## src/rtl/lsu_pkg.sv

```systemverilog
// Shared types for the load/store unit: FSM state encoding, funct3 codes
// and the access-size decode used by both the aligner and the trap logic.
package lsu_pkg;

    typedef enum logic [1:0] {
        IDLE = 2'd0,
        REQ  = 2'd1,
        DONE = 2'd2
    } lsuState_e;

    localparam logic [2:0] F3_B  = 3'b000;
    localparam logic [2:0] F3_H  = 3'b001;
    localparam logic [2:0] F3_W  = 3'b010;
    localparam logic [2:0] F3_BU = 3'b100;
    localparam logic [2:0] F3_HU = 3'b101;

    typedef enum logic [1:0] {
        SZ_BYTE = 2'd0,
        SZ_HALF = 2'd1,
        SZ_WORD = 2'd2
    } accSize_e;

    // Any funct3 that is not a byte or half encoding behaves as a word access.
    function automatic accSize_e accessSize(input logic [2:0] f3);
        case (f3)
            F3_B, F3_BU: return SZ_BYTE;
            F3_H, F3_HU: return SZ_HALF;
            default:     return SZ_WORD;
        endcase
    endfunction

endpackage

```

## src/rtl/lsu_align.sv

```systemverilog
// Combinational lane logic: store strobes/data replication and load lane
// extraction with sign or zero extension. No state, so it can be tested alone.
module lsu_align
    import lsu_pkg::*;
(
    input  logic [1:0]  stAddrLo,
    input  logic [2:0]  stFunct3,
    input  logic [31:0] stData,
    output logic [3:0]  stBe,
    output logic [31:0] stWdata,
    input  logic [1:0]  ldAddrLo,
    input  logic [2:0]  ldFunct3,
    input  logic [31:0] ldWord,
    output logic [31:0] ldData
);

    logic [7:0]  ldByte;
    logic [15:0] ldHalf;

    assign ldByte = ldWord[{ldAddrLo, 3'b000} +: 8];
    assign ldHalf = ldAddrLo[1] ? ldWord[31:16] : ldWord[15:0];

    // Store side: strobes follow the low address bits, data is replicated to every lane.
    always_comb begin
        // NOTE: every output gets a default first so no path through the case can infer a latch.
        stBe    = 4'b1111;
        stWdata = stData;
        case (accessSize(stFunct3))
            SZ_BYTE: begin
                stBe    = 4'b0001 << stAddrLo;
                stWdata = {4{stData[7:0]}};
            end
            SZ_HALF: begin
                stBe    = 4'b0011 << {stAddrLo[1], 1'b0};
                stWdata = {2{stData[15:0]}};
            end
            default: begin
                stBe    = 4'b1111;
                stWdata = stData;
            end
        endcase
    end

    // Load side: pick the addressed lane, then extend according to funct3.
    always_comb begin
        ldData = ldWord;
        case (ldFunct3)
            F3_B:    ldData = {{24{ldByte[7]}}, ldByte};
            F3_BU:   ldData = {24'b0, ldByte};
            F3_H:    ldData = {{16{ldHalf[15]}}, ldHalf};
            F3_HU:   ldData = {16'b0, ldHalf};
            default: ldData = ldWord;
        endcase
    end

endmodule

```

## src/rtl/lsu_mem_bridge.sv

```systemverilog
// Load/store unit bridging the M stage to a req/ack data bus with wait states
// and a bounded wait. Optional feature macro: LSU_MISALIGN_TRAP_EN (misaligned
// half/word accesses fault without touching the bus).
module lsu_mem_bridge
    import lsu_pkg::*;
#(
    parameter int TIMEOUT_CYC = 255,
    parameter int TO_W        = 8
)
(
    input  logic        clk,
    input  logic        reset,
    input  logic        MemWriteM,
    input  logic        MemReadM,
    input  logic [31:0] Mem_WrAddr,
    input  logic [31:0] Mem_WrData,
    input  logic [2:0]  funct3,
    output logic [31:0] ReadData,
    output logic        lsu_stall,
    output logic        lsu_fault,
    output logic        bus_req,
    output logic        bus_we,
    output logic [31:0] bus_addr,
    output logic [3:0]  bus_be,
    output logic [31:0] bus_wdata,
    input  logic        bus_ack,
    input  logic [31:0] bus_rdata
);

    lsuState_e       state, nextState;
    logic [TO_W-1:0] toCnt;
    logic [31:0]     addrQ, wdataQ;
    logic [3:0]      beQ;
    logic [2:0]      funct3Q;
    logic            weQ;
    logic [3:0]      alignBe;
    logic [31:0]     alignWdata, ldData;
    logic            request, inReq, timeoutHit, misalignTrap;

    assign request    = MemReadM | MemWriteM;
    assign inReq      = (state == REQ);
    assign timeoutHit = inReq && !bus_ack && (toCnt == TO_W'(TIMEOUT_CYC - 1));

`ifdef LSU_MISALIGN_TRAP_EN
    accSize_e reqSize;
    assign reqSize      = accessSize(funct3);
    assign misalignTrap = (state == IDLE) && request &&
                          (((reqSize == SZ_HALF) && Mem_WrAddr[0]) ||
                           ((reqSize == SZ_WORD) && (Mem_WrAddr[1:0] != 2'b00)));
`else
    assign misalignTrap = 1'b0;
`endif

    lsu_align u_align (
        .stAddrLo (Mem_WrAddr[1:0]),
        .stFunct3 (funct3),
        .stData   (Mem_WrData),
        .stBe     (alignBe),
        .stWdata  (alignWdata),
        .ldAddrLo (addrQ[1:0]),
        .ldFunct3 (funct3Q),
        .ldWord   (bus_rdata),
        .ldData   (ldData)
    );

    // Bus fields are only driven while a request is outstanding; zero otherwise.
    assign bus_req   = inReq;
    assign bus_we    = inReq & weQ;
    assign bus_addr  = inReq ? {addrQ[31:2], 2'b00} : 32'h0;
    assign bus_be    = inReq ? beQ : 4'h0;
    assign bus_wdata = inReq ? wdataQ : 32'h0;

    // State register and REQ-cycle counter; reset abandons any in-flight access.
    always_ff @(posedge clk or posedge reset) begin
        if (reset) begin
            state <= IDLE;
            toCnt <= '0;
        end else begin
            // NOTE: non-blocking assignments so every flop samples pre-edge values, independent of statement order.
            state <= nextState;
            if (inReq && nextState == REQ) toCnt <= toCnt + 1'b1;
            else                           toCnt <= '0;
        end
    end

    // Next-state and stall: stall is combinational on the request in IDLE so the
    // pipeline freezes in the same cycle the access appears.
    always_comb begin
        nextState = state;
        lsu_stall = 1'b0;
        case (state)
            IDLE: begin
                lsu_stall = request && !reset;
                if (misalignTrap) nextState = DONE;
                else if (request) nextState = REQ;
            end
            REQ: begin
                lsu_stall = 1'b1;
                if (bus_ack || timeoutHit) nextState = DONE;
            end
            DONE:    nextState = IDLE;
            default: nextState = IDLE;
        endcase
    end

    // Captured access fields, load result and the one-cycle fault pulse seen in DONE.
    always_ff @(posedge clk or posedge reset) begin
        if (reset) begin
            // NOTE: the captured fields are reset too, so the bus and ReadData come up as a clean zero.
            addrQ     <= '0;
            wdataQ    <= '0;
            beQ       <= '0;
            funct3Q   <= '0;
            weQ       <= 1'b0;
            ReadData  <= '0;
            lsu_fault <= 1'b0;
        end else begin
            lsu_fault <= timeoutHit || misalignTrap;
            if (state == IDLE && request) begin
                addrQ   <= Mem_WrAddr;
                wdataQ  <= alignWdata;
                beQ     <= alignBe;
                funct3Q <= funct3;
                weQ     <= MemWriteM;
            end
            if (inReq && bus_ack && !weQ) ReadData <= ldData;
            else if (timeoutHit)          ReadData <= '0;
        end
    end

endmodule

```

## config.mk

```make
export PLATFORM = sky130hd
export DESIGN_NAME = lsu_mem_bridge
export DESIGN_NICKNAME = d
export VERILOG_FILES = /design/src/rtl/lsu_pkg.sv /design/src/rtl/lsu_align.sv /design/src/rtl/lsu_mem_bridge.sv
export SDC_FILE = /design/constraint.sdc
export NUM_CORES = 1
export LEC_CHECK = 0
export ABC_AREA = 1
export CORE_MARGIN = 2
export CORE_UTILIZATION = 25
export DETAILED_ROUTE_END_ITERATION = 12
export PLACE_DENSITY = 0.58
export SLEW_MARGIN = 40
export SYNTH_ARGS = -nofsm -noshare
export SYNTH_HDL_FRONTEND = slang
export SYNTH_HIERARCHICAL = 1
export SYNTH_SLANG_ARGS = --single-unit
```

## constraint.sdc

```tcl
create_clock -name clk -period 4 [get_ports clk]
set_input_delay 0.8 -clock clk [delete_from_list [all_inputs] [get_ports clk]]
set_output_delay 0.8 -clock clk [all_outputs]
set_load 0.005 [all_outputs]
```

**Yosys cells after proc, flatten, opt, wreduce, memory -nomap -nowiden**

Index checks and enable logic that the tools add are counted.

- Flip-flop bits (word level): 115
- Bits in latches: 0
- Bits in writable memories: 0
- Memory bits (read-only): 0
- Input port bits: 104
- Output and inout port bits: 104
- Logic and storage cells: 58
- Memories kept: 0

- $add $sub $neg: 1
- Multiply operators: 0
- Divide/modulo/power cells: 0
- $lt $le $gt $ge: 0
- Equality and inequality tests: 10
- Shifts and indexed selects: 3
- Mux-type cells: 15
- Bitwise operators: 2
- Reduce and logical (&&, ||, !) cells: 18

Operators by type and width:

| operator | count |
|---|---|
| 32-bit two-way mux | 4 |
| 32-bit case mux with 4 select lines | 1 |
| 32-bit case mux with 2 select lines | 1 |
| 32-bit by 6-bit variable part select with 8-bit output | 1 |
| 16-bit two-way mux | 1 |
| 3-bit == test, second input constant | 4 |
| 8-bit by 1-bit adder with 8-bit output, second input constant | 1 |
| 8-bit == test, second input constant | 1 |
| 8-bit two-way mux | 1 |
| 2-bit case mux with 2 select lines | 2 |
| 4-bit case mux with 2 select lines | 1 |
| 1-bit logical AND | 7 |
| 2-bit by 1-bit == test with 1-bit output, second input constant | 3 |
| 3-bit by 1-bit == test with 1-bit output, second input constant | 2 |
| 3-bit logical NOT | 2 |
| 2-bit logical NOT | 2 |
| 2-bit two-way mux | 2 |
| 4-bit two-way mux | 1 |
| 2-bit OR reduction | 2 |
| 1-bit by 2-bit << shifter with 4-bit output, first input constant | 1 |
| 2-bit by 2-bit << shifter with 4-bit output, first input constant | 1 |
| 1-bit logical NOT | 3 |
| 1-bit case mux with 2 select lines | 1 |
| 2-bit nonzero test | 1 |
| other kinds (3) | 3 |

**Logic depth before layout (Yosys ltp)**

Gate-level depths: netlist of the first run.

- Depth after elaboration: 9
- Depth in mapped cells: 11
- Mapped depth without buffers: 10

**Cells and area by module**

Netlist of the first run, hierarchy kept.

Modules (own cells, without submodules):

| module | instances | cells an instance | area each (um2) | sequential area each (um2) |
|---|---|---|---|---|
| lsu_mem_bridge | 1 | 653 | 5,624.1 | 2,877.8 |
| lsu_align | 1 | 302 | 1,426.4 | 0.0 |

**Worst setup path before layout of the first run**

OpenSTA, ideal clock, no wires.

- Kind: input to output
- Start point: input port reset
- End point: output port lsu_stall
- Data arrival time: 3,527 ps
- Required time: 3,200 ps
- Slack: -327 ps
- Stages on the path: 3
- Path buffers: 0
- Path through: inv_1 nand3_1 nand2_1

- Word-level cells in the longest chain between the ends: 3

RTL lines:

| what | RTL line | source |
|---|---|---|
| from (decl) | lsu_mem_bridge.sv:12 | `input logic reset,` |
| 1-bit logical NOT (no line) | n/a |  |
| 1-bit logical AND | lsu_mem_bridge.sv:93 | `lsu_stall = request && !reset;` |
| 1-bit case mux with 2 select lines | lsu_mem_bridge.sv:91 | `case (state)` |
| to (decl) | lsu_mem_bridge.sv:19 | `output logic lsu_stall,` |

No other way between the ends.

**Final worst setup path of the first run**

- Start point: register state[1]
- End point: output port bus_addr[31]

- Word-level cells in the longest chain between the ends: 2

RTL lines:

| what | RTL line | source |
|---|---|---|
| from (decl) | lsu_mem_bridge.sv:30 | `lsuState_e state, nextState;` |
| from (signal assigned) | lsu_mem_bridge.sv:80 | `state <= nextState;` |
| 2-bit by 1-bit == test with 1-bit output | lsu_mem_bridge.sv:41 | `assign inReq = (state == REQ);` |
| 32-bit two-way mux | lsu_mem_bridge.sv:69 | `assign bus_addr = inReq ? {addrQ[31:2], 2'b00} : 32'h0;` |
| to (decl) | lsu_mem_bridge.sv:23 | `output logic [31:0] bus_addr,` |

No other way between the ends.

==> results.md, run 1 <==
* Status: completed
* Gate power share at 0.465
* Mean Syn Cell Area at approximately 7.4 sq um
* Core Util, Final at 0.354
* Finish-stage setup viols at 0
* Worst path top cell family by delay: buffers and inverters
* Hold Startpoint: weQ
* Unrepaired setup endpoints after global routing: no
* Leading area contributor after synthesis: dfrtp_1
* Skew final at around 0.0085 ns
* LEAKAGE at 5.01 nW
* Fillers at 2,971
* Post-synth top area share at 0.408
* Max Cap Viol at 0
* Sequential power share at 0.300
* Final Max Slew Viols at 0
* ANT nets after route at 0
* DR pass1 iterations at 7
* GPL Wtd Cong at 0.850
* Worst hold path type: reg2reg
* Synth cell types at 33
* CP required at 3.20 ns
* Worst-path clk slew at approximately 0.050 ns
* Largest net degree at the start of global routing at 83
* Setup bufs post-CTS at 0
* Buf/Inv on CP at 2
* DRC viols at 0
* Achievable Freq at 331 MHz
* DRT iter0 DRCs at 443
* Worst slew margin at 0.466
* IO buf count at 205
* DR vias at roughly 6.3k
* Sequential share of the synthesized area at 0.408
* CTS Buffer Depth at 2
* # H-tree levels at 4
* Nets@finish at 1,239
* Routed len/inst at 13.4 um
* Floorplan row count at ~60
* Post-synth EDFFs at 0
* Reg2Reg Depth at 7
* FF-to-FF End: ReadData[9]
* Global-route wire length before repair at ~32,000 um
* Net Switching at 2.64 mW
* Worst path cell trace: inv_2 > nand2_4 > nor2_1 > clkdlybuf4s50_1
* P_int at ~4.2 mW
* Cell Pwr Density at 697 nW/um^2
* Most used DFF post-synth: dfrtp_1
* Met3 GRT Util at 0.0469
* Die height at 172 um
* Final Cycle Share at 0.755
* Top post-synthesis cells by area: dfrtp_1, nand2_1, inv_1
* DP Wirelength at 14,700 um
* DR vias/cell at between 4 and 5
* CTS hold repair buffers at 0
* Initial Util at 0.254
* #FFs+latches synth at 115
* Worst hold path endpoint: weQ
* Antenna violations before repair at 1
* Clk pwr share at 0.236
* Setup TNS at 0 ns
* CTS tree: built
* Clock latency on the worst-skew pair at between 0.4 and 0.5 ns
* Startpoint types: flop
* Busiest grt layer: met2
* GRT overflow at 0
* Sink Count at 115
* Synth Instances at 955
* FF-to-FF Start: state[0]
* Mapped cell area at 7050 sq um
* Hold path depth at 2
* Fin crit period at 3.02 ns
* CP max stage delay at 0.62 ns
* Switching share of power at 0.384
* Chip Width at 172 um
* Drt total wl at 20,400 um
* Crit-path max FO at between 70 and 80
* WS Path Type: reg2out
* Asr flop ratio synth at 1.00
* GRT Resource Usage Total at 0.138
* CTS root buffer: clkbuf_16
* Dpl cell area at about 9000 sq um
* Post-cts sizing count at 0
* Met1 usage at 0.185
* Setup slack after layout at 0.981 ns
* Worst path slowest cell: clkdlybuf4s50_1
* Pre-CTS WS at 1.10 ns
* Tightest Pin Transition at 0.800 ns
* Met2 Use GR at 0.212
* Layout cell share with drive strength beyond 1 at 0.160
* Count of final hold-check violations at 0
* Post-route cell area at 9840 sq um
* Core area at between 20,000 and 30,000 sq um
* Yosys warning count at 6
* VDD IR max at 0.000249 V
* Worst setup EP type: output port
* CTS buffer count at 17
* # diodes at 0
* Worst EP arrival at 2.22 ns
* Die area at roughly 30,000 sq um
* Vias in the first global route at 6,096
* Num ports at 208
* Area delta synth->final at 39.6%
* Flop-to-flop setup slack at 1.80 ns
==> state kept, by name, summed over array words and instances, names as in the netlist <==
signal	cells
funct3Q	3
state	2
lsu_fault	1
weQ	1
toCnt	8
beQ	4
ReadData	32
wdataQ	32
addrQ	32
==> power by group through the flow <==
stage               Clock [mW]  Combinational, mW  Sequential, mW
floorplan                    0               2.13            1.96
global placement             0               3.20            2.07
detailed placement           0               3.24            2.07
CTS                       1.67               3.25            2.06
global route              1.71               3.59            2.12
finish                    1.62               3.19            2.06
==> worst register-to-register path, delay by kind of cell (launching register included) <==
family | cells | cell delay (ns)
flip-flops | 1 | 0.40
AND/OR/NAND/NOR | 4 | 0.87
buffers and inverters | 3 | 0.81
==> synth_stat cells, types with 4 or more instances <==
cell and instances:
nand2_2 51, nand2_1 263, o21ai_1 4, inv_1 187
buf_12 5, nand3_2 22, nand3_1 60, o21ai_0 28
buf_6 11, dfrtp_1 115, o21ai_2 57, nor2_1 85
buf_4 11, clkbuf_1 13, buf_2 13
==> per-layer routing <==
layer	up-vias	wire (um)
met5	-	0
met4	0	262
met3	21	1790
met2	222	8810
met1	2889	9580
li1	3187	-
==> cell families after synthesis <==
| group | Yosys count | synth area share |
|---|---|---|
| AND/OR/NAND/NOR | 494 | 0.321 |
| buffers and inverters | 247 | 0.166 |
| flip-flops | 115 | 0.408 |
| AO/OA/AOI/OAI | 94 | 0.0983 |
| XOR/XNOR | 2 | 0.00248 |
| adder cells (fa/ha/maj) | 2 | 0.00355 |
| other | 1 | 0.000532 |
==> final cells by class <==
| type | instances | area [sq um] | area share |
|---|---|---|---|
| multi-input combinational | 594 | 3010 | 0.306 |
| sequential | 115 | 2880 | 0.292 |
| timing repair buffer | 213 | 2130 | 0.216 |
| inverter | 192 | 729 | 0.0741 |
| clock buffer | 24 | 502 | 0.0510 |
| tap | 378 | 473 | 0.0481 |
| clock inverter | 8 | 123 | 0.0125 |
==> how the worst max path moves through the flow <==
stage	from	depth (start not counted)	slack, ns	end
6_report	state[1]	4	0.98	bus_addr[31]
3_5_place_dp	MemWriteM	5	1.10	lsu_stall
5_1_grt	state[1]	4	0.80	bus_addr[31]
2_1_floorplan	reset	3	0.39	lsu_stall
3_3_place_gp	MemWriteM	5	1.10	lsu_stall
4_1_cts	state[1]	4	0.95	bus_be[0]
==> cells in the final DEF (no fill, tap or decap) <==
cell type | synthesis | layout
dfrtp_1 | 115 | 115
o211ai_1 | 2 | 2
inv_2 | 3 | 3
clkinv_2 | 0 | 2
inv_1 | 187 | 186
buf_4 | 11 | 6
clkinv_1 | 1 | 1
bufinv_16 | 0 | 3
clkbuf_1 | 13 | 2
a21oi_1 | 2 | 2
buf_12 | 5 | 1
clkdlybuf4s50_1 | 0 | 205
or2_4 | 1 | 1
buf_6 | 11 | 1
o21ai_0 | 28 | 28
o21ai_1 | 4 | 4
clkbuf_8 | 0 | 5
nor3_1 | 2 | 2
clkbuf_16 | 0 | 17
nand2_2 | 51 | 51
nand3_4 | 2 | 2
o21ai_2 | 57 | 57
inv_6 | 1 | 1
xor2_1 | 2 | 2
conb_1 | 1 | 2
ha_1 | 2 | 2
clkinvlp_4 | 0 | 4
nand3_2 | 22 | 22
nand2_4 | 2 | 2
a21oi_2 | 1 | 1
or2_1 | 2 | 2
nand3_1 | 60 | 60
nor2_1 | 85 | 85
nor2_4 | 1 | 1
nor2_2 | 3 | 3
nand2_1 | 263 | 263
==> metrics by stage <==
step	total power, mW	hold slack (ns)	cells
after global placement	5.27	0.462	1492
after floorplan	4.09	0.442	956
final	6.86	0.470	1524
after detailed placement	5.31	0.461	1492
after global routing	7.42	0.498	1524
after CTS	6.98	0.475	1524
Note: power is estimated with default switching activity, not from simulation.
==> run 2: changes to the inputs <==
==> constraint.sdc (replaced) <==
create_clock -name clk -period 2.5 [get_ports clk]
set_input_delay 0.5 -clock clk [delete_from_list [all_inputs] [get_ports clk]]
set_output_delay 0.5 -clock clk [all_outputs]
set_load 0.005 [all_outputs]
==> run 2 against run 1 <==
Effect of this change:
- cell count is 1.0% higher
- utilization is 0.68 points higher
- final area is 1.9% higher
- sequential share of layout area is 0.55 points lower
- clock-buffer cell count is 3 lower
- sequential power is 60% higher
- critical path depth is 1 higher
- global-route usage is 0.34 points higher
- non-clock buffer count is 16 higher
- die area stayed put
- clock skew is 0.0024 ns higher
- register-to-register slack worse by 1.1 ns
==> results.md, run 2 (synthesized netlist as in run 1, its figures left out) <==
* Status: completed
* Met3 wire len at ~1600 um
* Vias in the first global route at roughly 6.1k
* Startpoint types: flop
* Met1 wire length at 9610 um
* Worst slew margin at 0.553
* CTS tree: built
* Unrepaired setup endpoints after global routing: no
* DR pass1 iterations at 5
* Antenna violations before repair at 0
* Drt total wl at 20,800 um
* Fillers at 2,988
* # H-tree levels at 4
* Count of final hold-check violations at 0
* ANT nets after route at 0
* Fin crit period at 2.40 ns
* Global-route wire length before repair at 32,600 um
* Finish-stage setup viols at 0
* DRC viols at 0
* Layout Cells excl Fill at 1,540
* DR vias/cell at 4.10
* Core area at 27,800 sq um
* CTS hold repair buffers at 0
* Met2 WL at roughly 9400 um
* Placed cell count at roughly 1.5k
* Nets@finish at 1,255
* DRT iter0 DRCs at 436
* Worst-path clk slew at 0.06 ns
* Multi-input logic area at 3020 sq um
* Max Cap Viol at 0
* Floorplan row count at 61
* GRT overflow at 0
* Crit-path max FO at 15
* DR vias at 6,315
* CTS buffer count at 17
* Most frequent cells in the layout: nand2_1, clkdlybuf4s50_1, inv_1
* CTS root buffer: clkbuf_16
* Storage element area at around 2900 sq um
* WS Path Type: reg2out
* GPL Wtd Cong at 0.866
* Final Cycle Share at 0.962
* Layout cell share with drive strength beyond 1 at 0.173
* IO buf count at 205
* Core Util, Final at 0.361
* Num ports at 208
* Area delta synth->final at 42.3%
* Worst setup EP type: output port
* Cell Pwr Density at 1110 nW/um^2
* Top layer reached by signal wires: met4
* Achievable Freq at ~420 MHz
* Final Max Slew Viols at 0
* Skew final at around 0.011 ns
* Worst EP arrival at 1.90 ns
* Chip Width at ~170 um
* Largest net degree at the start of global routing at 116
* Regs by FF count: ReadData: 32 flops, addrQ: 32 flops, wdataQ: 32 flops
* Initial Util at 0.254
* CP required at 2.00 ns
* LEAKAGE at 5.11 nW
* Commonest non-fill, non-tap cell in the layout: nand2_1
* Setup slack after layout at 0.0959 ns
* # diodes at 0
* Die area at 29,600 sq um
* Sink Count at 115
* Worst hold path type: reg2reg
* Pre-CTS WS at 0.198 ns
* GRT Resource Usage Total at 0.142
* Die height at 172 um
* Clock latency on the worst-skew pair at 0.41 ns
* Tightest Pin Transition at 0.671 ns
* Routed len/inst at 13.5 um
* VDD IR max at between 0.0004 and 0.0005 V
* CTS Buffer Depth at 2
* DP Wirelength at 14,500 um
[run 2: where the power goes]
group	switching, mW	internal [mW]	total [mW]
Combinational	2.80	2.70	5.50
Sequential	0.635	2.67	3.30
Clock	0.944	1.42	2.37
Total	4.38	6.79	11.2
[run 2: final timing paths]
path / to / cells after the start / slack [ns] / start
max in group asynchronous: addrQ[11] / 3 / 1.33 / reset
setup / recovery: bus_addr[9] / 5 / 0.1 / state[1]
hold / removal: weQ / 2 / 0.47 / weQ
setup reg to reg: ReadData[21] / 7 / 0.68 / addrQ[1]
min in group asynchronous: weQ / 3 / 0.66 / reset
hold reg to reg: weQ / 2 / 0.47 / weQ
[run 2: critical path: stages, from the launching register on]
cell and delay [ns]:
dfrtp_1 0.39, inv_4 0.11, nand2_8 0.12, buf_16 0.19, nor2_1 0.14, clkdlybuf4s50_1 0.52
[run 2: metrics by stage]
stage	hold slack, ns	cell area [sq um]	setup TNS, ns	power, mW
after floorplan	0.442	7060	-0.423	6.54
after global placement	0.460	9380	0	8.70
after detailed placement	0.458	9380	0	8.76
after CTS	0.473	9960	0	11.2
after global routing	0.495	10000	0	12.1
final	0.467	10000	0	11.2
[run 2: final cells by class]
| cell class | count | area share |
|---|---|---|
| Timing Repair Buffer | 229 | 0.235 |
| Tap cell | 378 | 0.0472 |
| Inverter | 192 | 0.0730 |
| Multi-Input combinational cell | 594 | 0.301 |
| Clock buffer | 21 | 0.0459 |
| Clock inverter | 11 | 0.0105 |
| Sequential cell | 115 | 0.287 |
[run 2: timing repair]
| action | CTS | global route |
|---|---|---|
| setup buffers | 0 | 4 |
| setup endpoints to repair | 3 | 10 |
| cloned | 0 | 1 |
| pin swaps | 0 | 1 |
| gates resized for setup | 2 | 4 |
| endpoints found under the hold margin | 0 | 0 |
[run 2: per-layer routing]
| layer | vias to the layer above | global-route usage |
|---|---|---|
| li1 | 3228 | - |
| met1 | 2877 | 0.186 |
| met2 | 194 | 0.226 |
| met3 | 16 | 0.0449 |
| met4 | 0 | 0.0373 |
| met5 | - | 0 |
==> run 3: changes to the inputs <==
--- a/config.mk
+++ b/config.mk
@@ -9,7 +9,8 @@
 export CORE_MARGIN = 2
 export CORE_UTILIZATION = 25
 export DETAILED_ROUTE_END_ITERATION = 12
-export PLACE_DENSITY = 0.58
+export HOLD_SLACK_MARGIN = 0.06
+export PLACE_DENSITY = 0.46
 export SLEW_MARGIN = 40
 export SYNTH_ARGS = -nofsm -noshare
 export SYNTH_HDL_FRONTEND = slang
==> constraint.sdc (replaced) <==
create_clock -name clk -period 3.03 [get_ports clk]
set_input_delay 0.606 -clock clk [delete_from_list [all_inputs] [get_ports clk]]
set_output_delay 0.606 -clock clk [all_outputs]
set_load 0.005 [all_outputs]
==> run 3 against run 2 <==
Effect of this change:
- cell count is 0.58% lower
- worst setup slack improved by 0.25 ns
- utilization down 0.32 points
==> results.md, run 3 (synthesized netlist as in run 1, its figures left out) <==
* Status: completed
* GRT Resource Usage Total at 0.148
* Max Cap Viol at 0
* ANT nets after route at 0
* DRT iter0 DRCs at 360
* DRC viols at 0
* Flop-to-flop setup slack at 1.07 ns
* Final Max Slew Viols at 0
* GRT overflow at 0
* Commonest non-fill, non-tap cell in the layout: nand2_1
* Fin crit period at 2.69 ns
* Post-cts sizing count at 0
* Drt total wl at 21,300 um
* DR vias at 6,245
* Sink Count at 115
* Die height at between 150 and 200 um
* Antenna violations before repair at 2
* Core Util, Final at 0.358
* CTS Buffer Depth at 2
* Placed cell count at 1,499
* Worst setup EP type: output port
* WHS at 0.481 ns
* Unrepaired setup endpoints after global routing: no
* Clk pwr share at 0.243
* Final Power at 9.25 mW
* Fillers at 3,017
* Initial Util at 0.254
* IO buf count at just over 200
* Worst slew margin at 0.526
* Worst hold path type: reg2reg
* DP Wirelength at 15,200 um
* Floorplan row count at 61
* Die area at 29,600 sq um
* Regs by FF count: ReadData: 32 flops, addrQ: 32 flops, wdataQ: 32 flops
* Layout Cells excl Fill at 1,531
* Count of final hold-check violations at 0
* Worst hold path endpoint: addrQ[10]
* Core area at 27,800 sq um
* Tightest Pin Transition at 0.710 ns
* Cell Pwr Density at 931 nW/um^2
* VDD IR max at 0.000309 V
* Global-route wire length before repair at 33,700 um
* DR vias/cell at 4.08
* Sequential power share at 0.293
* Vias in the first global route at 6,127
* # H-tree levels at 4
* # diodes at 0
* CTS tree: built
* Achievable Freq at around 370 MHz
* Final Cycle Share at 0.887
* Routed len/inst at 13.9 um
* CTS buffer count at 17
* Crit-path max FO at 35
* P_int at 5.72 mW
* Setup bufs post-CTS at 0
* Num ports at 208
* Area delta synth->final at 41.0%
* Nets@finish at 1,246
* LEAKAGE at 5.07 nW
* Worst EP arrival at 2.08 ns
* Gate power share at 0.464
* Skew final at 0.00711 ns
* Dpl cell area at 9290 sq um
* Reg2Reg Depth at 7
* Finish-stage setup viols at 0
* CTS hold repair buffers at 0
* Hold Startpoint: addrQ[10]
* Setup TNS at 0 ns
* Post-route cell area at 9940 sq um
* WS Path Type: reg2out
* Startpoint types: flop
* Chip Width at 172 um
* FF-to-FF Start: state[1]
* CP required at 2.42 ns
* Layout cell share with drive strength beyond 1 at 0.166
* Largest net degree at the start of global routing at 116
* Pre-CTS WS at 0.554 ns
* FF-to-FF End: ReadData[4]
* GPL Wtd Cong at 0.795
* Setup slack after layout at about 0.34 ns
* Clock latency on the worst-skew pair at 0.41 ns
* Hold path depth at 2
* Most frequent cells in the layout: nand2_1, clkdlybuf4s50_1, inv_1
* Switching share of power at 0.382
* DR pass1 iterations at 4
* CTS root buffer: clkbuf_16
* Net Switching at 3.54 mW
* Worst-path clk slew at 0.06 ns
## run 3: changes by cell type in the layout (fill, tap and decap cells not counted), moves of 2 or more
cell	delta
buf_12	-4
bufinv_16	+4
buf_4	-3
clkinvlp_4	-3
nor2_1	+2
nor2_2	-2
## run 3: worst max-delay path: stages, from the launching register on
cell	delay, ns
dfrtp_1	0.37
inv_2	0.11
nand2_4	0.25
buf_4	0.31
nor2_1	0.11
clkdlybuf4s50_1	0.50
## run 3: metal layers
| layer | track usage | vias up | wire length (um) |
|---|---|---|---|
| li1 | - | 3199 | - |
| met1 | 0.203 | 2850 | 9910 |
| met2 | 0.229 | 183 | 9540 |
| met3 | 0.0449 | 11 | 1690 |
| met4 | 0.0296 | 2 | 132 |
| met5 | 0 | - | 13 |
## run 3: layout make-up
class / count / area, sq um / area share
timing repair buffer: 220 / 2200 / 0.222
inverter: 192 / 729 / 0.0734
tap: 378 / 473 / 0.0476
clock inverter: 13 / 208 / 0.0209
clock buffer: 19 / 443 / 0.0446
multi-input combinational: 594 / 3010 / 0.303
sequential: 115 / 2880 / 0.289
## run 3: worst max path at each step
| stage | from | slack (ns) | depth (start not counted) | endpoint |
|---|---|---|---|---|
| after floorplan | reset | -0.11 | 3 | lsu_stall |
| after global placement | MemWriteM | 0.55 | 5 | lsu_stall |
| after detailed placement | MemWriteM | 0.55 | 5 | lsu_stall |
| after CTS | state[1] | 0.27 | 5 | bus_addr[6] |
| after global routing | state[1] | 0.15 | 5 | bus_addr[6] |
| final | state[1] | 0.34 | 5 | bus_addr[6] |
## run 3: power by group through the flow
stage | Sequential, mW | Combinational, mW | Clock [mW]
after floorplan | 2.58 | 2.81 | 0
after detailed placement | 2.74 | 4.37 | 0
after global routing | 2.81 | 4.84 | 2.41
after global placement | 2.73 | 4.36 | 0
after CTS | 2.72 | 4.39 | 2.33
final | 2.71 | 4.30 | 2.25
